**src/rtl/picomips_pkg.sv**
```systemverilog
// Shared types and defaults for the picoMIPS control path.
package picomips_pkg;

    typedef enum logic [1:0] {
        RUN          = 2'd0,
        WAIT_PRESS   = 2'd1,
        WAIT_RELEASE = 2'd2,
        HALTED       = 2'd3
    } pcseq_state_t;

    localparam int DB_COUNT_DFLT = 50000;

endpackage

```
**src/rtl/sw_debounce.sv**
```systemverilog
// Two-flop synchroniser for the raw SW8 switch, with an optional debounce counter.
// Build macro PC_DEBOUNCE_EN adds the counter; otherwise sw8_clean is the synchronised level.
module sw_debounce #(
    parameter int DB_COUNT = 50000,
    parameter int DB_WIDTH = 16
) (
    input  logic clk,
    input  logic reset,
    input  logic sw_raw,
    output logic sw8_clean
);

    logic sync_meta;
    logic sw8_sync;

    always_ff @(posedge clk) begin
        if (reset) begin
            sync_meta <= 1'b0;
            sw8_sync  <= 1'b0;
        end else begin
            sync_meta <= sw_raw;
            sw8_sync  <= sync_meta;
        end
    end

`ifdef PC_DEBOUNCE_EN
    localparam logic [DB_WIDTH-1:0] CNT_LAST = DB_WIDTH'(DB_COUNT - 1);

    logic [DB_WIDTH-1:0] cnt;
    logic                clean_q;

    // A new level must differ for DB_COUNT consecutive edges before it is accepted.
    always_ff @(posedge clk) begin
        if (reset) begin
            cnt     <= '0;
            clean_q <= 1'b0;
        end else if (sw8_sync == clean_q) begin
            cnt <= '0;
        end else if (cnt == CNT_LAST) begin
            cnt     <= '0;
            clean_q <= sw8_sync;
        end else begin
            cnt <= cnt + 1'b1;
        end
    end

    assign sw8_clean = clean_q;
`else
    assign sw8_clean = sw8_sync;

    if (DB_COUNT < 1 || DB_WIDTH < 1) begin : g_db_params_unused
    end
`endif

endmodule

```
**src/rtl/pc_sequencer.sv**
```systemverilog
// Program-counter sequencer: advances, waits on an SW8 press/release handshake, or halts.
// Build macro PC_DEBOUNCE_EN enables switch debouncing inside sw_debounce.
module pc_sequencer
    import picomips_pkg::*;
#(
    parameter int P_SIZE    = 4,
    parameter int PROG_LAST = 2**P_SIZE - 1,
    parameter int DB_COUNT  = DB_COUNT_DFLT,
    parameter int DB_WIDTH  = 16
) (
    input  logic              clk,
    input  logic              reset,
    input  logic              SW8,
    input  logic              wait_sw,
    input  logic              halt,
    output logic [P_SIZE-1:0] PCout,
    output logic              sw8_clean,
    output logic              stall,
    output logic [1:0]        state
);

    localparam logic [P_SIZE-1:0] PC_LAST = P_SIZE'(PROG_LAST);

    pcseq_state_t      cur_state;
    pcseq_state_t      nxt_state;
    logic              pc_adv;
    logic [P_SIZE-1:0] pc_q;
    logic [P_SIZE-1:0] pc_inc;

    sw_debounce #(
        .DB_COUNT (DB_COUNT),
        .DB_WIDTH (DB_WIDTH)
    ) u_sw_debounce (
        .clk       (clk),
        .reset     (reset),
        .sw_raw    (SW8),
        .sw8_clean (sw8_clean)
    );

    assign pc_inc = (pc_q == PC_LAST) ? '0 : pc_q + 1'b1;

    always_ff @(posedge clk) begin
        if (reset) begin
            cur_state <= RUN;
            pc_q      <= '0;
        end else begin
            cur_state <= nxt_state;
            if (pc_adv) begin
                pc_q <= pc_inc;
            end
        end
    end

    // wait_sw/halt only matter in RUN; the held PC keeps the instruction stable elsewhere.
    always_comb begin
        nxt_state = cur_state;
        pc_adv    = 1'b0;
        case (cur_state)
            RUN: begin
                if (halt) begin
                    nxt_state = HALTED;
                end else if (wait_sw) begin
                    nxt_state = WAIT_PRESS;
                end else begin
                    pc_adv = 1'b1;
                end
            end
            WAIT_PRESS: begin
                if (sw8_clean) begin
                    nxt_state = WAIT_RELEASE;
                end
            end
            WAIT_RELEASE: begin
                if (!sw8_clean) begin
                    nxt_state = RUN;
                    pc_adv    = 1'b1;
                end
            end
            default: begin
                nxt_state = cur_state;
            end
        endcase
    end

    always_comb begin
        stall = (cur_state != RUN) | halt | wait_sw;
        state = cur_state;
        PCout = pc_q;
    end

endmodule

```
**config.mk**
```make
export PLATFORM = sky130hd
export DESIGN_NAME = pc_sequencer
export DESIGN_NICKNAME = d
export VERILOG_FILES = /design/src/rtl/picomips_pkg.sv /design/src/rtl/sw_debounce.sv /design/src/rtl/pc_sequencer.sv
export SDC_FILE = /design/constraint.sdc
export NUM_CORES = 1
export LEC_CHECK = 0
export ABC_AREA = 1
export BUFFER_PORTS_ARGS = -buffer_cell sky130_fd_sc_hd__buf_2
export CORE_AREA = 2 2 39 41
export DETAILED_ROUTE_END_ITERATION = 8
export DIE_AREA = 0 0 41 43
export GPL_ROUTABILITY_DRIVEN = 0
export PLACE_DENSITY = 0.6
export SYNTH_ARGS = -nofsm -noshare
export SYNTH_HDL_FRONTEND = slang
export SYNTH_HIERARCHICAL = 1
export SYNTH_SLANG_ARGS = --single-unit
```
**constraint.sdc**
```tcl
create_clock -name clk -period 1.4 [get_ports clk]
set_input_delay 0.07 -clock clk [delete_from_list [all_inputs] [get_ports clk]]
set_output_delay 0.07 -clock clk [all_outputs]
set_load 0.01 [all_outputs]
```
==> out/results.txt <==
share of cells above drive strength 1 -> 26.3%
initial antenna violation count -> 0
Critical Path RT -> 1.33 ns
Clk pin slew, worst setup/hold paths -> 0.06 ns
first-pass GRT wire length -> 1330 um
register bit count reported by yosys -> 8
Post-DP Area -> 522 um^2
Post-CTS Setup Bufs -> 0
final core occ -> 39.8%
Root Driver -> clkbuf_4
Clock Skew -> 0.00568 ns
Via-to-Cell Ratio -> 4.26
RSZ-0062 raised after global routing -> no
Slew Viols, Final -> 0
outcome -> finished, final reports clean
core outline area -> 1380 um^2
largest area contributor in the synthesized netlist -> dfxtp_1
final setup fails -> 0
vias -> 409
total CTS buffers -> 3
TritonRoute pass-1 iters -> 2
# clock sinks -> 8
final hold slack -> 0.0137 ns
Yosys top cell area share -> 36.3%
Max Cap Viol -> 0
hold_buf cts -> 0
Leak -> 0.294 nW
Post-Synthesis Cells -> 65
Worst Path Max Fanout -> 5
syn avg cell area -> 6.79 um^2
clock power share -> 20.0%
Tot GR Track Use -> 11.8%
f_max -> 0.795 GHz
global route overflow -> 0
CTS tree -> done
Die Ht -> 43 um
WL/cell -> 8.47 um
clock latency on the worst-skew pair -> 0.25 ns
Design Power -> 0.873 mW
vias in the first global route -> 340
DRC viols -> 0
HPWL after DPL -> 628 um
part of the Yosys area used for sequential elements -> 36.3%
initial core utilization -> 31.9%
drt total wl -> 813 um
top-level port count -> 13
commonest cells after routing, fill and taps aside -> 20 x nand2_1, 12 x buf_2, 11 x nor2_1
Pwr per Cell Area -> 1590 nW/um^2
top cells by area, synth -> dfxtp_1 36%, nand2_1 17%, ha_1 14%
CP Launch Type -> register
ant diodes -> 0
Sw Pwr -> 0.352 mW
Fin. Hold Viols -> 0
count of cell types in the netlist -> 10
commonest non-fill, non-tap cell in the layout -> nand2_1
Largest stage delay, worst path -> 0.37 ns
Internal Power -> 0.521 mW
Post-Syn Area -> 442 um^2
Synth Warn # -> 6
WP data arrival -> 1.19 ns
Comb power frac -> 43.2%
worst hold path type -> input port to register
Syn Nets -> 75
CP Cell Sequence -> inv_1 -> ha_1 -> nand2_2 -> buf_2
layout net count -> 92
FP Rows -> 14
critical path class -> register to output port
Post-CTS Resized -> 0
Tcrit/Tclk final -> 89.8%
Finished Cell Area -> 551 um^2
register share of total power -> 36.8%
Crit. End Element -> output port
area of the die -> 1760 um^2
minimum clock period -> 1.26 ns
worst slew pin tran -> 0.161 ns
setup TNS -> 0 ns
VDD IR max -> 0.550 mV
die width -> 41 um
htree depth -> 1
largest net degree at the start of global routing -> 7
Slew headroom -> 89.2%
Critical-path top delay cell -> dfxtp_1
IO Port Bufs -> 12
Area growth, synth to finish -> 24.6%
Clock Tree Buf Depth -> 2
antenna viol nets, final -> 0
Initial DRC Count -> 4
Net Sw Frac -> 40.3%
## area by class of cell
class | instances | area [um^2]
Fill cell | 154 | 833
Multi-Input combinational cell | 47 | 249
Clock buffer | 3 | 22.5
Tap cell | 16 | 20.0
Inverter | 10 | 37.5
Timing Repair Buffer | 12 | 60.1
Sequential cell | 8 | 161
## cell families (layout without fill, tap and decap cells)
group,Yosys count,after routing,synth area share (%)
DFF,8,8,36.3
buffers and inverters,10,25,8.50
AOI/OAI and AO/OA,3,3,3.40
and+or+nand+nor,39,39,37.7
adders and majority gates,5,5,14.2
## registers in the layout, indices dropped and copies added, names as in the netlist
signal / flops
state: 2
PCout: 4
u_sw_debounce/sync_meta: 1
u_sw_debounce/sw8_clean: 1
## Yosys cell counts (all sizes together)
library cell,count
nor2,12
dfxtp,8
nand2,23
inv,10
nand3,4
a21oi,3
ha,5
## layer usage
layer	GRT usage [%]	wire, um
met5	0	0
met4	12.0	19
met3	3.14	25
met2	13.4	365
met1	16.1	402
## final timing paths
check / slack, ns / cells past startpoint / from / to
max: 0.14 / 4 / state[1] / stall
min: 0.01 / 2 / reset / PCout[1]
max reg2reg: 0.18 / 6 / state[0] / state[0]
min reg2reg: 0.40 / 2 / u_sw_debounce/sync_meta / u_sw_debounce/sw8_clean
## critical path: cells and delay by family (launching register included)
family | cells | cell delay (ns)
adder cells (fa/ha/maj) | 1 | 0.19
buffers and inverters | 2 | 0.24
flip-flops | 1 | 0.37
AND/OR/NAND/NOR | 1 | 0.13
## power by group through the flow
stage | Combinational, mW | Sequential [mW] | Clock, mW
2_1_floorplan | 0.250 | 0.336 | 0
3_3_place_gp | 0.372 | 0.319 | 0
3_5_place_dp | 0.367 | 0.325 | 0
4_1_cts | 0.369 | 0.319 | 0.184
5_1_grt | 0.443 | 0.331 | 0.192
6_report | 0.377 | 0.322 | 0.174
## per-stage QoR
step	setup slack [ns]	cells
3_5_place_dp	0.131	93
6_report	0.143	96
5_1_grt	0.0339	96
4_1_cts	0.0911	96
2_1_floorplan	0.172	65
3_3_place_gp	0.165	93
Power figures use the tool's default switching activity.
